**src/rtl/ieee_fixed_pkg.sv**
```systemverilog
// Shared types and helpers for the float-to-fixed converter.
package ieee_fixed_pkg;

  // Converter control states.
  typedef enum logic [2:0] {
    ST_IDLE,
    ST_CLASS,
    ST_SHL,
    ST_SHR,
    ST_FIN
  } state_t;

  // Outcome of classifying the accepted operand, in priority order.
  typedef enum logic [2:0] {
    ACT_NAN,
    ACT_INF,
    ACT_ZERO,
    ACT_SAT,
    ACT_UFLOW,
    ACT_SHL,
    ACT_SHR,
    ACT_DONE
  } action_t;

  // Bit position of the exponent LSB in a {sign, exp, man} word.
  function automatic int exp_lsb(input int man_w);
    return man_w;
  endfunction

  // Bit position of the sign in a {sign, exp, man} word.
  function automatic int sign_bit(input int exp_w, input int man_w);
    return exp_w + man_w;
  endfunction

  // True when the low exp_w bits of exp_field are all ones (inf/NaN encoding).
  function automatic logic exp_all_ones(input logic [31:0] exp_field, input int exp_w);
    logic [31:0] mask;
    mask = (32'd1 << exp_w) - 32'd1;
    return (exp_field & mask) == mask;
  endfunction

endpackage

```
**src/rtl/ieee_classify.sv**
```systemverilog
// Combinational front end: splits the operand into fields, builds the
// initial work word, and decides which path the converter takes.
module ieee_classify
  import ieee_fixed_pkg::*;
#(
  parameter int EXP_W  = 8,
  parameter int MAN_W  = 23,
  parameter int INT_W  = 16,
  parameter int FRAC_W = 16,
  parameter int BIAS   = 2**(EXP_W-1) - 1,
  parameter int CNT_W  = 5
) (
  input  logic [EXP_W+MAN_W:0]      float_in,
  output logic                      sign,
  output action_t                   action,
  output logic [CNT_W-1:0]          cnt,
  output logic [INT_W+FRAC_W-1:0]   w_init,
  output logic                      dropped
);

  localparam int EXP_LSB  = exp_lsb(MAN_W);
  localparam int SIGN_BIT = sign_bit(EXP_W, MAN_W);
  localparam logic signed [EXP_W:0] BIAS_S = (EXP_W+1)'(BIAS);
  localparam logic signed [EXP_W:0] DEN_E  = (EXP_W+1)'(1 - BIAS);

  logic [EXP_W-1:0]        exp_f;
  logic [MAN_W-1:0]        man_f;
  logic [FRAC_W-1:0]       man_al;
  logic                    hidden;
  logic                    exp_max;
  logic                    man_nz;
  logic signed [EXP_W:0]   e_eff;
  int                      e_int;

  assign sign    = float_in[SIGN_BIT];
  assign exp_f   = float_in[SIGN_BIT-1:EXP_LSB];
  assign man_f   = float_in[EXP_LSB-1:0];
  assign hidden  = |exp_f;
  assign man_nz  = |man_f;
  assign exp_max = exp_all_ones(32'(exp_f), EXP_W);

  // Mantissa is MSB-aligned directly below the hidden bit; surplus LSBs are
  // truncated and remembered as inexact, a short mantissa is zero-padded.
  generate
    if (MAN_W > FRAC_W) begin : g_trunc
      assign man_al  = man_f[MAN_W-1 -: FRAC_W];
      assign dropped = |man_f[MAN_W-FRAC_W-1:0];
    end else if (MAN_W == FRAC_W) begin : g_exact
      assign man_al  = man_f;
      assign dropped = 1'b0;
    end else begin : g_pad
      assign man_al  = {man_f, {(FRAC_W-MAN_W){1'b0}}};
      assign dropped = 1'b0;
    end
  endgenerate

  // Denormals use the fixed exponent 1-BIAS with a zero hidden bit.
  assign e_eff = hidden ? ($signed({1'b0, exp_f}) - BIAS_S) : DEN_E;
  assign e_int = int'(e_eff);

  // Priority decode of the operand class and the alignment shift count.
  always_comb begin
    w_init             = '0;
    w_init[FRAC_W:0]   = {hidden, man_al};
    cnt                = '0;
    action             = ACT_DONE;
    if (exp_max && man_nz) begin
      action = ACT_NAN;
    end else if (exp_max) begin
      action = ACT_INF;
    end else if (!hidden && !man_nz) begin
      action = ACT_ZERO;
    end else if (e_int >= INT_W) begin
      action = ACT_SAT;
    end else if (-e_int > FRAC_W) begin
      action = ACT_UFLOW;
    end else if (e_int > 0) begin
      action = ACT_SHL;
      cnt    = CNT_W'(e_int);
    end else if (e_int < 0) begin
      action = ACT_SHR;
      cnt    = CNT_W'(-e_int);
    end
  end

endmodule

```
**src/rtl/ieee_to_fixed_seq.sv**
```systemverilog
// Sequential float-to-fixed converter: classifies the operand, then aligns
// the work word one bit per clock and publishes INT_W.FRAC_W magnitude + sign.
//
// Handshake: start is accepted on a rising edge only while busy=0 (state
// IDLE); float_in is captured on that edge. busy stays high until the cycle
// in which done pulses for exactly one clock; the result outputs are valid
// from that cycle and hold until the next conversion completes. A start
// seen while busy is dropped, and a start during the done cycle is accepted.
module ieee_to_fixed_seq
  import ieee_fixed_pkg::*;
#(
  parameter int EXP_W  = 8,
  parameter int MAN_W  = 23,
  parameter int INT_W  = 16,
  parameter int FRAC_W = 16,
  parameter int BIAS   = 2**(EXP_W-1) - 1
) (
  input  logic                   clk,
  input  logic                   rst,
  input  logic                   start,
  input  logic [EXP_W+MAN_W:0]   float_in,
  output logic                   busy,
  output logic                   done,
  output logic                   sign_out,
  output logic [INT_W-1:0]       int_part,
  output logic [FRAC_W-1:0]      frac_part,
  output logic                   ovf,
  output logic                   inexact,
  output logic                   nan
);

  localparam int WW    = INT_W + FRAC_W;
  localparam int CNT_W = $clog2(((INT_W > FRAC_W) ? INT_W : FRAC_W) + 1);

  state_t               state, state_nxt;
  logic [EXP_W+MAN_W:0] float_r;
  logic [WW-1:0]        w_r, w_nxt;
  logic [CNT_W-1:0]     cnt_r, cnt_nxt;
  logic                 inx_r, inx_nxt;
  logic                 nan_r, nan_nxt;
  logic                 ovf_r, ovf_nxt;

  logic                 c_sign;
  action_t              c_action;
  logic [CNT_W-1:0]     c_cnt;
  logic [WW-1:0]        c_w;
  logic                 c_dropped;

  ieee_classify #(
    .EXP_W  (EXP_W),
    .MAN_W  (MAN_W),
    .INT_W  (INT_W),
    .FRAC_W (FRAC_W),
    .BIAS   (BIAS),
    .CNT_W  (CNT_W)
  ) u_classify (
    .float_in (float_r),
    .sign     (c_sign),
    .action   (c_action),
    .cnt      (c_cnt),
    .w_init   (c_w),
    .dropped  (c_dropped)
  );

  assign busy = (state != ST_IDLE);

  // Next-state and work-register update for classify and the shift loops.
  always_comb begin
    state_nxt = state;
    w_nxt     = w_r;
    cnt_nxt   = cnt_r;
    inx_nxt   = inx_r;
    nan_nxt   = nan_r;
    ovf_nxt   = ovf_r;
    case (state)
      ST_IDLE: begin
        if (start) state_nxt = ST_CLASS;
      end
      ST_CLASS: begin
        w_nxt     = c_w;
        cnt_nxt   = c_cnt;
        inx_nxt   = c_dropped;
        nan_nxt   = 1'b0;
        ovf_nxt   = 1'b0;
        state_nxt = ST_FIN;
        case (c_action)
          ACT_NAN: begin
            nan_nxt = 1'b1;
            w_nxt   = '0;
          end
          ACT_INF, ACT_SAT: begin
            ovf_nxt = 1'b1;
            w_nxt   = '1;
          end
          ACT_ZERO:  w_nxt = '0;
          ACT_UFLOW: begin
            w_nxt   = '0;
            inx_nxt = 1'b1;
          end
          ACT_SHL:   state_nxt = ST_SHL;
          ACT_SHR:   state_nxt = ST_SHR;
          ACT_DONE:  state_nxt = ST_FIN;
          default:   state_nxt = ST_FIN;
        endcase
      end
      ST_SHL: begin
        w_nxt   = w_r << 1;
        cnt_nxt = cnt_r - CNT_W'(1);
        if (cnt_r == CNT_W'(1)) state_nxt = ST_FIN;
      end
      ST_SHR: begin
        inx_nxt = inx_r | w_r[0];
        w_nxt   = w_r >> 1;
        cnt_nxt = cnt_r - CNT_W'(1);
        if (cnt_r == CNT_W'(1)) state_nxt = ST_FIN;
      end
      ST_FIN:  state_nxt = ST_IDLE;
      default: state_nxt = ST_IDLE;
    endcase
  end

  // State, work registers and the result registers published from FIN.
  always_ff @(posedge clk) begin
    if (rst) begin
      state     <= ST_IDLE;
      float_r   <= '0;
      w_r       <= '0;
      cnt_r     <= '0;
      inx_r     <= 1'b0;
      nan_r     <= 1'b0;
      ovf_r     <= 1'b0;
      done      <= 1'b0;
      sign_out  <= 1'b0;
      int_part  <= '0;
      frac_part <= '0;
      ovf       <= 1'b0;
      inexact   <= 1'b0;
      nan       <= 1'b0;
    end else begin
      state <= state_nxt;
      w_r   <= w_nxt;
      cnt_r <= cnt_nxt;
      inx_r <= inx_nxt;
      nan_r <= nan_nxt;
      ovf_r <= ovf_nxt;
      if (state == ST_IDLE && start) float_r <= float_in;
      done <= (state == ST_FIN);
      if (state == ST_FIN) begin
        sign_out  <= c_sign;
        int_part  <= w_r[WW-1:FRAC_W];
        frac_part <= w_r[FRAC_W-1:0];
        ovf       <= ovf_r;
        inexact   <= inx_r;
        nan       <= nan_r;
      end
    end
  end

endmodule

```
**config.mk**
```make
export PLATFORM = sky130hd
export DESIGN_NAME = ieee_to_fixed_seq
export DESIGN_NICKNAME = d
export VERILOG_FILES = /design/src/rtl/ieee_fixed_pkg.sv /design/src/rtl/ieee_classify.sv /design/src/rtl/ieee_to_fixed_seq.sv
export SDC_FILE = /design/constraint.sdc
export NUM_CORES = 1
export LEC_CHECK = 0
export ABC_AREA = 1
export BUFFER_PORTS_ARGS = -buffer_cell sky130_fd_sc_hd__buf_2
export CORE_UTILIZATION = 52
export CTS_CLUSTER_DIAMETER = 50
export DETAILED_ROUTE_END_ITERATION = 6
export PLACE_DENSITY_LB_ADDON = 0.1
export SLEW_MARGIN = 30
export SYNTH_ARGS = -nofsm -noshare
export SYNTH_HDL_FRONTEND = slang
export SYNTH_SLANG_ARGS = --single-unit
```
**constraint.sdc**
```tcl
create_clock -name clk -period 3.39 [get_ports clk]
set_clock_uncertainty 0.1 [all_clocks]
set_input_delay 0.5085 -clock clk [delete_from_list [all_inputs] [get_ports clk]]
set_output_delay 0.5085 -clock clk [all_outputs]
set_load 0.01 [all_outputs]
```
==> Yosys cells after proc, flatten, opt, wreduce, memory -nomap -nowiden <==
Index checks and enable logic that the tools add are counted.
Widths: inputs -> output; s select.
{ "word_totals": {"output_inout_bits": 38, "mem_count": 0, "register_bits": 112, "mem_bits_rw": 0, "latch_bits": 0, "wordCells": 80, "inputBits": 35, "rom_bits": 0} }
{ "classes": {"n_eq_ne": 14, "n_lt_le_gt_ge": 4, "bitwise": 1, "reduce_logical": 18, "add_sub_neg": 3, "div": 0, "n_mul": 0, "n_shift": 0, "muxes": 26} }
{ "ops": {"columns": ["operator", "count"], "rows": [
  ["$pmux 32 s3", 1],
  ["$pmux 32 s2", 1],
  ["$mux 5", 7],
  ["$gt 32x6->1 const B", 1],
  ["$neg 9->32", 1],
  ["$mux 3", 8],
  ["$reduce_or 23->1", 1],
  ["$eq 3x2->1 const B", 4],
  ["$eq 3x3->1 const B", 4],
  ["$pmux 5 s2", 1],
  ["$ge 9x6->1 const B", 1],
  ["$gt 9x1->1 const B", 1],
  ["$lt 9x1->1 const B", 1],
  ["$mux 9", 1],
  ["$pmux 3 s3", 1],
  ["$sub 8x7->9 const B", 1],
  ["$eq 8x8->1 const B", 1],
  ["$reduce_or 8->1", 1],
  ["$reduce_or 7->1", 1],
  ["$eq 3x1->1 const B", 2],
  ["$logic_not 3->1", 2],
  ["$pmux 3 s2", 1],
  ["$reduce_bool 3->1", 2],
  ["$eq 5x1->1 const B", 1],
  ["12 further kinds", 20]
]} }

==> Logic depth before layout (Yosys ltp) <==
{ "logic_depth": {"ltp_word": 14, "depth_mapped": 27, "mapped_depth_nobuf": 25} }

==> Modules after synthesis <==
Synthesis repeated with hierarchy kept, for this count alone.
{ "unflattened": {"hier_cells": 894, "hier_area_um2": 6015.8} }
{ "by_module_without_submodules": {"columns": ["module", "area_per_inst_um2", "cells_per_inst", "seq_area_each_um2", "instances"], "rows": [
  ["ieee_to_fixed_seq", 4889.7, 706, 2242.2, 1],
  ["ieee_classify", 1126.1, 188, 0.0, 1]
]} }

==> Least setup slack after synthesis <==
OpenSTA, ideal clock, no wires.
{ "synth_path": {"kind": "register to register", "from": "register float_r[23]", "to": "register w_r[10]", "synth_period_minus_slack_ns": 3.318, "required_time_ns": 3.228, "setup_time_ns": 0.062, "path_stages_with_launch": 24, "arrival_time_ns": 3.156, "path_buffers": 2, "path_slack_ns": 0.072, "path_cell_list": "dfxtp_1 ha_1 buf_2 nand2_1 inv_2 nand2_2 nand2_4 nand3_2 nor2_4 nand2_1 ha_1 and3_1 nand4_1 nor2_1 a21boi_0 o211ai_2 nand3_2 nand2_2 nand2_4 nand2_2 o21ai_4 buf_8 nor2_2 nor2_2"} }
{ "synth_between": {"elab_chain_cells": 14, "word_cells_on_any_way": 28, "cone_classes": "add/sub: 2; order compare: 4; eq/ne: 5; mux: 10; reduce/logical: 7"} }
{ "synth_lines": {"columns": ["item", "line_no", "rtl"], "rows": [
  ["from (decl)", "ieee_to_fixed_seq.sv:36", "logic [EXP_W+MAN_W:0] float_r;"],
  ["from (signal assigned)", "ieee_to_fixed_seq.sv:146", "if (state == ST_IDLE && start) float_r <= float_in;"],
  ["branches (longest 9 deep; another with $neg 9->32)", null, null],
  ["$mux 3 *", "ieee_classify.sv:67", "if (exp_max && man_nz) begin"],
  ["$eq 3x3->1 (tied with other cells)", "ieee_to_fixed_seq.sv:86", "case (c_action)"],
  ["$reduce_or 3->1 (no line) / $reduce_or 2->1 (equally long branches)", null, null],
  ["$pmux 32 s2 *", "ieee_to_fixed_seq.sv:86", null],
  ["$pmux 32 s3 *", "ieee_to_fixed_seq.sv:75", "case (state)"],
  ["to (signal assigned)", "ieee_to_fixed_seq.sv:141", "w_r <= w_nxt;"],
  ["to (decl)", "ieee_to_fixed_seq.sv:37", "logic [WW-1:0] w_r, w_nxt;"]
]} }
Mark *: on every way between the ends.
A chain may end at the register's enable or synchronous reset.

==> Worst setup path after layout <==
{ "layout_path": {"from": "register float_r[24]", "to": "register w_r[4]"} }
Same word-level chain as after synthesis.

==> impl_metrics.prom <==
# TYPE chip_impl_metric gauge
chip_impl_metric{name="cts.hold.buffers_added",unit=""} 0
chip_impl_info{name="r2r-end",value="w_r[4]"} 1
chip_impl_metric{name="fp-row-count",unit=""} 37
chip_impl_metric{name="power.total",unit="W"} 0.006098
chip_impl_metric{name="achievable-frequency",unit="MHz"} 295.2
chip_impl_metric{name="num-nets-final",unit=""} 892
chip_impl_info{name="post-synth-top-area-cell",value="sky130_fd_sc_hd__dfxtp_1"} 1
chip_impl_metric{name="cts.htree.levels",unit=""} 3
chip_impl_metric{name="grt_start_max_net_pins",unit=""} 58
chip_impl_metric{name="setup_violations",unit=""} 0
chip_impl_metric{name="yosys_warning_total",unit=""} 0
chip_impl_metric{name="syn-cell-area",unit="mm2"} 0.005510
chip_impl_metric{name="ir_drop",unit="mV"} 0.4554
chip_impl_metric{name="grt_antenna_before_repair",unit=""} 0
chip_impl_metric{name="number_of_synthesized_flops_with_an_enable_pin",unit=""} 0
chip_impl_metric{name="cts.sink_count",unit=""} 112
chip_impl_metric{name="endpoint_required_time_on_the_critical_path",unit="ps"} 3610
chip_impl_metric{name="synth_compound_area_frac",unit=""} 0.2187
chip_impl_metric{name="clock_buffer_count_from_cts",unit=""} 9
chip_impl_metric{name="design.portCount",unit=""} 73
chip_impl_metric{name="post_synth_num_cell_types",unit=""} 39
chip_impl_metric{name="dr_total_vias",unit=""} 5337
chip_impl_metric{name="syn_avg_cell_area",unit="um2"} 7.166
chip_impl_metric{name="reg2reg_setup_slack",unit="ps"} 2
chip_impl_metric{name="chipWidth",unit="um"} 104.9
chip_impl_info{name="worst_setup_path_startpoint",value="float_r[24]"} 1
chip_impl_metric{name="pwr_density_cell",unit="mW/mm2"} 924.4
chip_impl_metric{name="syn2layout_area_growth",unit="%"} 19.71
chip_impl_info{name="global_route.peak_usage_layer",value="met2"} 1
chip_impl_metric{name="postLayoutCoreUtil",unit=""} 0.6418
chip_impl_metric{name="grt_pass1_wl",unit="um"} 22380
chip_impl_metric{name="detailedRoute.firstPassIterationCount",unit=""} 5
chip_impl_metric{name="grtUsageMet2",unit=""} 0.4380
chip_impl_metric{name="drive_above_1_share",unit=""} 0.2544
chip_impl_metric{name="yosysTopAreaCellShare",unit=""} 0.4069
chip_impl_info{name="worst-setup-path-type",value="reg2reg"} 1
chip_impl_metric{name="power_leakage",unit="nW"} 3.055
chip_impl_metric{name="yosys-mux-area-fraction",unit=""} 0
chip_impl_metric{name="track_usage",unit=""} 0.2458
chip_impl_info{name="synth_top_flop_cell",value="sky130_fd_sc_hd__dfxtp_1"} 1
chip_impl_metric{name="gpl.final_weighted_congestion",unit=""} 0.8616
chip_impl_info{name="timing.critical_path.from_type",value="flip-flop"} 1
chip_impl_metric{name="slew_headroom",unit=""} 0.4922
chip_impl_info{name="run_status",value="finished, final reports clean"} 1
chip_impl_metric{name="globalRouteMet1Util",unit=""} 0.3071
chip_impl_metric{name="drc_errors",unit=""} 0
chip_impl_metric{name="maxCapViolCount",unit=""} 0
chip_impl_metric{name="final_hold_viol_count",unit=""} 0
chip_impl_info{name="netlist_top_cells_area",value="sky130_fd_sc_hd__dfxtp_1 41%, sky130_fd_sc_hd__o21ai_0 9.4%, sky130_fd_sc_hd__nor2_1 8.9%"} 1
chip_impl_metric{name="place.port_buffers",unit=""} 72
chip_impl_metric{name="final_max_slew_viol_count",unit=""} 0
chip_impl_info{name="holdCritPathClass",value="in2reg"} 1
chip_impl_metric{name="clkTransAtPathRegs",unit="ps"} 110
chip_impl_metric{name="dieArea",unit="mm2"} 0.01101
chip_impl_metric{name="detail_route.wl_per_cell",unit="um"} 13.62
chip_impl_metric{name="worst-endpoint-arrival",unit="ps"} 3610
chip_impl_info{name="grt_setup_unrepaired",value="yes"} 1
chip_impl_metric{name="cts_buffer_depth",unit=""} 2
chip_impl_metric{name="synth-xor-area-share",unit=""} 0.003179
chip_impl_info{name="cts.root.buffer_cell",value="sky130_fd_sc_hd__clkbuf_8"} 1
chip_impl_metric{name="first_global_vias",unit=""} 4996
chip_impl_metric{name="crit_fanout",unit=""} 8
chip_impl_metric{name="worst_pin_slew",unit="ps"} 760.6
chip_impl_info{name="critical_path_capture_point",value="w_r[4]"} 1
chip_impl_metric{name="floorplan.initialDensity",unit=""} 0.5362
chip_impl_metric{name="post-route-period-util",unit=""} 0.9993
chip_impl_metric{name="detailed_place_hpwl",unit="um"} 8973
chip_impl_metric{name="clock_insertion_delay_worst_skew",unit="ps"} 390
chip_impl_metric{name="adder_cell_area_share_of_the_yosys_netlist",unit=""} 0.02952
chip_impl_metric{name="global_route.usage.met3",unit=""} 0.04055
chip_impl_info{name="post-synth-top-count-cell",value="sky130_fd_sc_hd__nor2_1"} 1
chip_impl_metric{name="fin_crit",unit="ps"} 3388
chip_impl_metric{name="antenna_violating_nets_post_route",unit=""} 0
chip_impl_metric{name="dieHeight",unit="um"} 104.9
chip_impl_metric{name="post_synth_and_or_nand_nor_area_fraction",unit=""} 0.2584
chip_impl_metric{name="synth_fp_nets",unit=""} 817
chip_impl_metric{name="wirelength",unit="um"} 13420
chip_impl_info{name="end_kind",value="flip-flop"} 1
chip_impl_metric{name="final_critical_path_setup_slack",unit="ps"} 2.282
chip_impl_metric{name="placement.setup.worst_slack",unit="ps"} -7.812
chip_impl_metric{name="synth_async_reset_ratio",unit=""} 0
chip_impl_metric{name="worst-r2r-cell-count",unit=""} 24
chip_impl_metric{name="via_per_inst",unit=""} 5.418
chip_impl_metric{name="antennaDiodeCount",unit=""} 0
chip_impl_metric{name="postSynthCellCount",unit=""} 769
chip_impl_info{name="cts_tree",value="done"} 1
chip_impl_info{name="combinational_family_with_the_most_area_after_synthesis",value="simple AND/OR/NAND/NOR gates"} 1
chip_impl_metric{name="initialDrtViolationCount",unit=""} 256
chip_impl_info{name="regToRegStartpoint",value="float_r[24]"} 1
chip_impl_metric{name="grt-ovfl-total",unit=""} 0
chip_impl_info{name="synth.top_cells.by_count",value="130 x sky130_fd_sc_hd__nor2_1, 112 x sky130_fd_sc_hd__dfxtp_1, 104 x sky130_fd_sc_hd__o21ai_0"} 1
chip_impl_metric{name="synth_seq_cells",unit=""} 112
chip_impl_metric{name="design.core.area",unit="mm2"} 0.01028
chip_impl_metric{name="yosysSeqAreaShare",unit=""} 0.4069
per-stage QoR:
| stage | hold WS [ps] | area [um2] | setup TNS (ps) | cells |
|---|---|---|---|---|
| after global placement | 333.6 | 6011 | 0 | 953 |
| after detailed placement | 347.2 | 6011 | -21.12 | 953 |
| after floorplan | 323.7 | 5510 | 0 | 769 |
| after global routing | 309.0 | 6596 | -3397 | 985 |
| final | 299.2 | 6596 | 0 | 985 |
| after CTS | 293.0 | 6240 | 0 | 969 |
registers in the layout, summed over array words and instances (netlist names):
register	cells
inexact	1
frac_part	16
ovf	1
state	3
w_r	32
nan_r	1
inx_r	1
sign_out	1
ovf_r	1
done	1
nan	1
float_r	32
int_part	16
cnt_r	5
critical path, cell delays in order (launching register included):
cell	delay, ps
sky130_fd_sc_hd__dfxtp_4	390
sky130_fd_sc_hd__ha_4	190
sky130_fd_sc_hd__nor2_2	90
sky130_fd_sc_hd__inv_1	50
sky130_fd_sc_hd__nand2_2	100
sky130_fd_sc_hd__inv_2	40
sky130_fd_sc_hd__nand2_2	90
sky130_fd_sc_hd__nand2_2	80
sky130_fd_sc_hd__nor2_4	180
sky130_fd_sc_hd__nand2_2	90
sky130_fd_sc_hd__ha_4	260
sky130_fd_sc_hd__and3_4	170
sky130_fd_sc_hd__nand4_1	90
sky130_fd_sc_hd__nor2_2	140
sky130_fd_sc_hd__nand3_1	100
sky130_fd_sc_hd__nor2_2	100
sky130_fd_sc_hd__o211ai_2	120
sky130_fd_sc_hd__nand3_2	100
sky130_fd_sc_hd__nand2_2	80
sky130_fd_sc_hd__nand2_4	80
sky130_fd_sc_hd__nand2_4	60
sky130_fd_sc_hd__o21ai_4	280
sky130_fd_sc_hd__clkbuf_16	230
sky130_fd_sc_hd__nor2_1	50
sky130_fd_sc_hd__nor2_1	70
area by class of cell:
| cell class | count | area, um2 |
|---|---|---|
| Sequential cell | 112 | 2260 |
| Inverter | 75 | 291.5 |
| Fill cell | 937 | 3681 |
| Clock inverter | 7 | 102.6 |
| Clock buffer | 9 | 123.9 |
| Tap cell | 136 | 170.2 |
| Multi-Input combinational cell | 542 | 2985 |
| Timing Repair Buffer | 104 | 663.1 |
cells by family after synthesis:
logic type | count (synthesis)
AO/OA/AOI/OAI | 211
XOR/XNOR | 2
adder cells (fa/ha/maj) | 13
buffers and inverters | 116
flip-flops | 112
AND/OR/NAND/NOR | 315
power breakdown:
part	total, W	leakage (nW)	switching, W	internal [W]
combinational	0.00298	2.02	0.00185	0.00114
sequential	0.00223	0.923	0.000380	0.00185
clock	0.000888	0.114	0.000515	0.000372
total	0.00610	3.05	0.00274	0.00336
per-layer routing:
layer / vias up / part of all wire
met5: - / 0
met4: 0 / 0.014
met3: 19 / 0.033
met2: 111 / 0.50
met1: 2523 / 0.45
li1: 2684 / -
worst min path at each step:
| stage | slack, ps | cells past startpoint | endpoint | start |
|---|---|---|---|---|
| final | 300 | 3 | float_r[11] | float_in[11] |
| after global routing | 310 | 3 | float_r[5] | float_in[5] |
| after CTS | 290 | 3 | float_r[11] | float_in[11] |
| after detailed placement | 350 | 2 | float_r[5] | float_r[5] |
| after global placement | 330 | 2 | float_r[5] | float_r[5] |
| after floorplan | 320 | 2 | float_r[5] | float_r[5] |
cells in the final DEF, fill, tap and decap left out, drive strengths merged:
cell	n
nand2	119
o21ai	105
nor2	156
o22ai	2
o21bai	2
a31oi	4
or2	1
and3	1
clkbuf	11
nand3	24
o21a	1
dfxtp	112
a221oi	5
bufinv	1
nor4	3
ha	13
xor2	2
a22oi	30
buf	102
a21boi	1
inv	78
clkinv	3
nand4	12
a21oi	59
o211ai	2
timing repair:
action                                 CTS  global route
buffers inserted                         0            12
gates cloned                             0             4
endpoints found under the hold margin    0             0
gates resized for setup                  1            57
pin swaps                                0            29
setup endpoints to repair               14            42
Power figures use the tool's default switching activity.
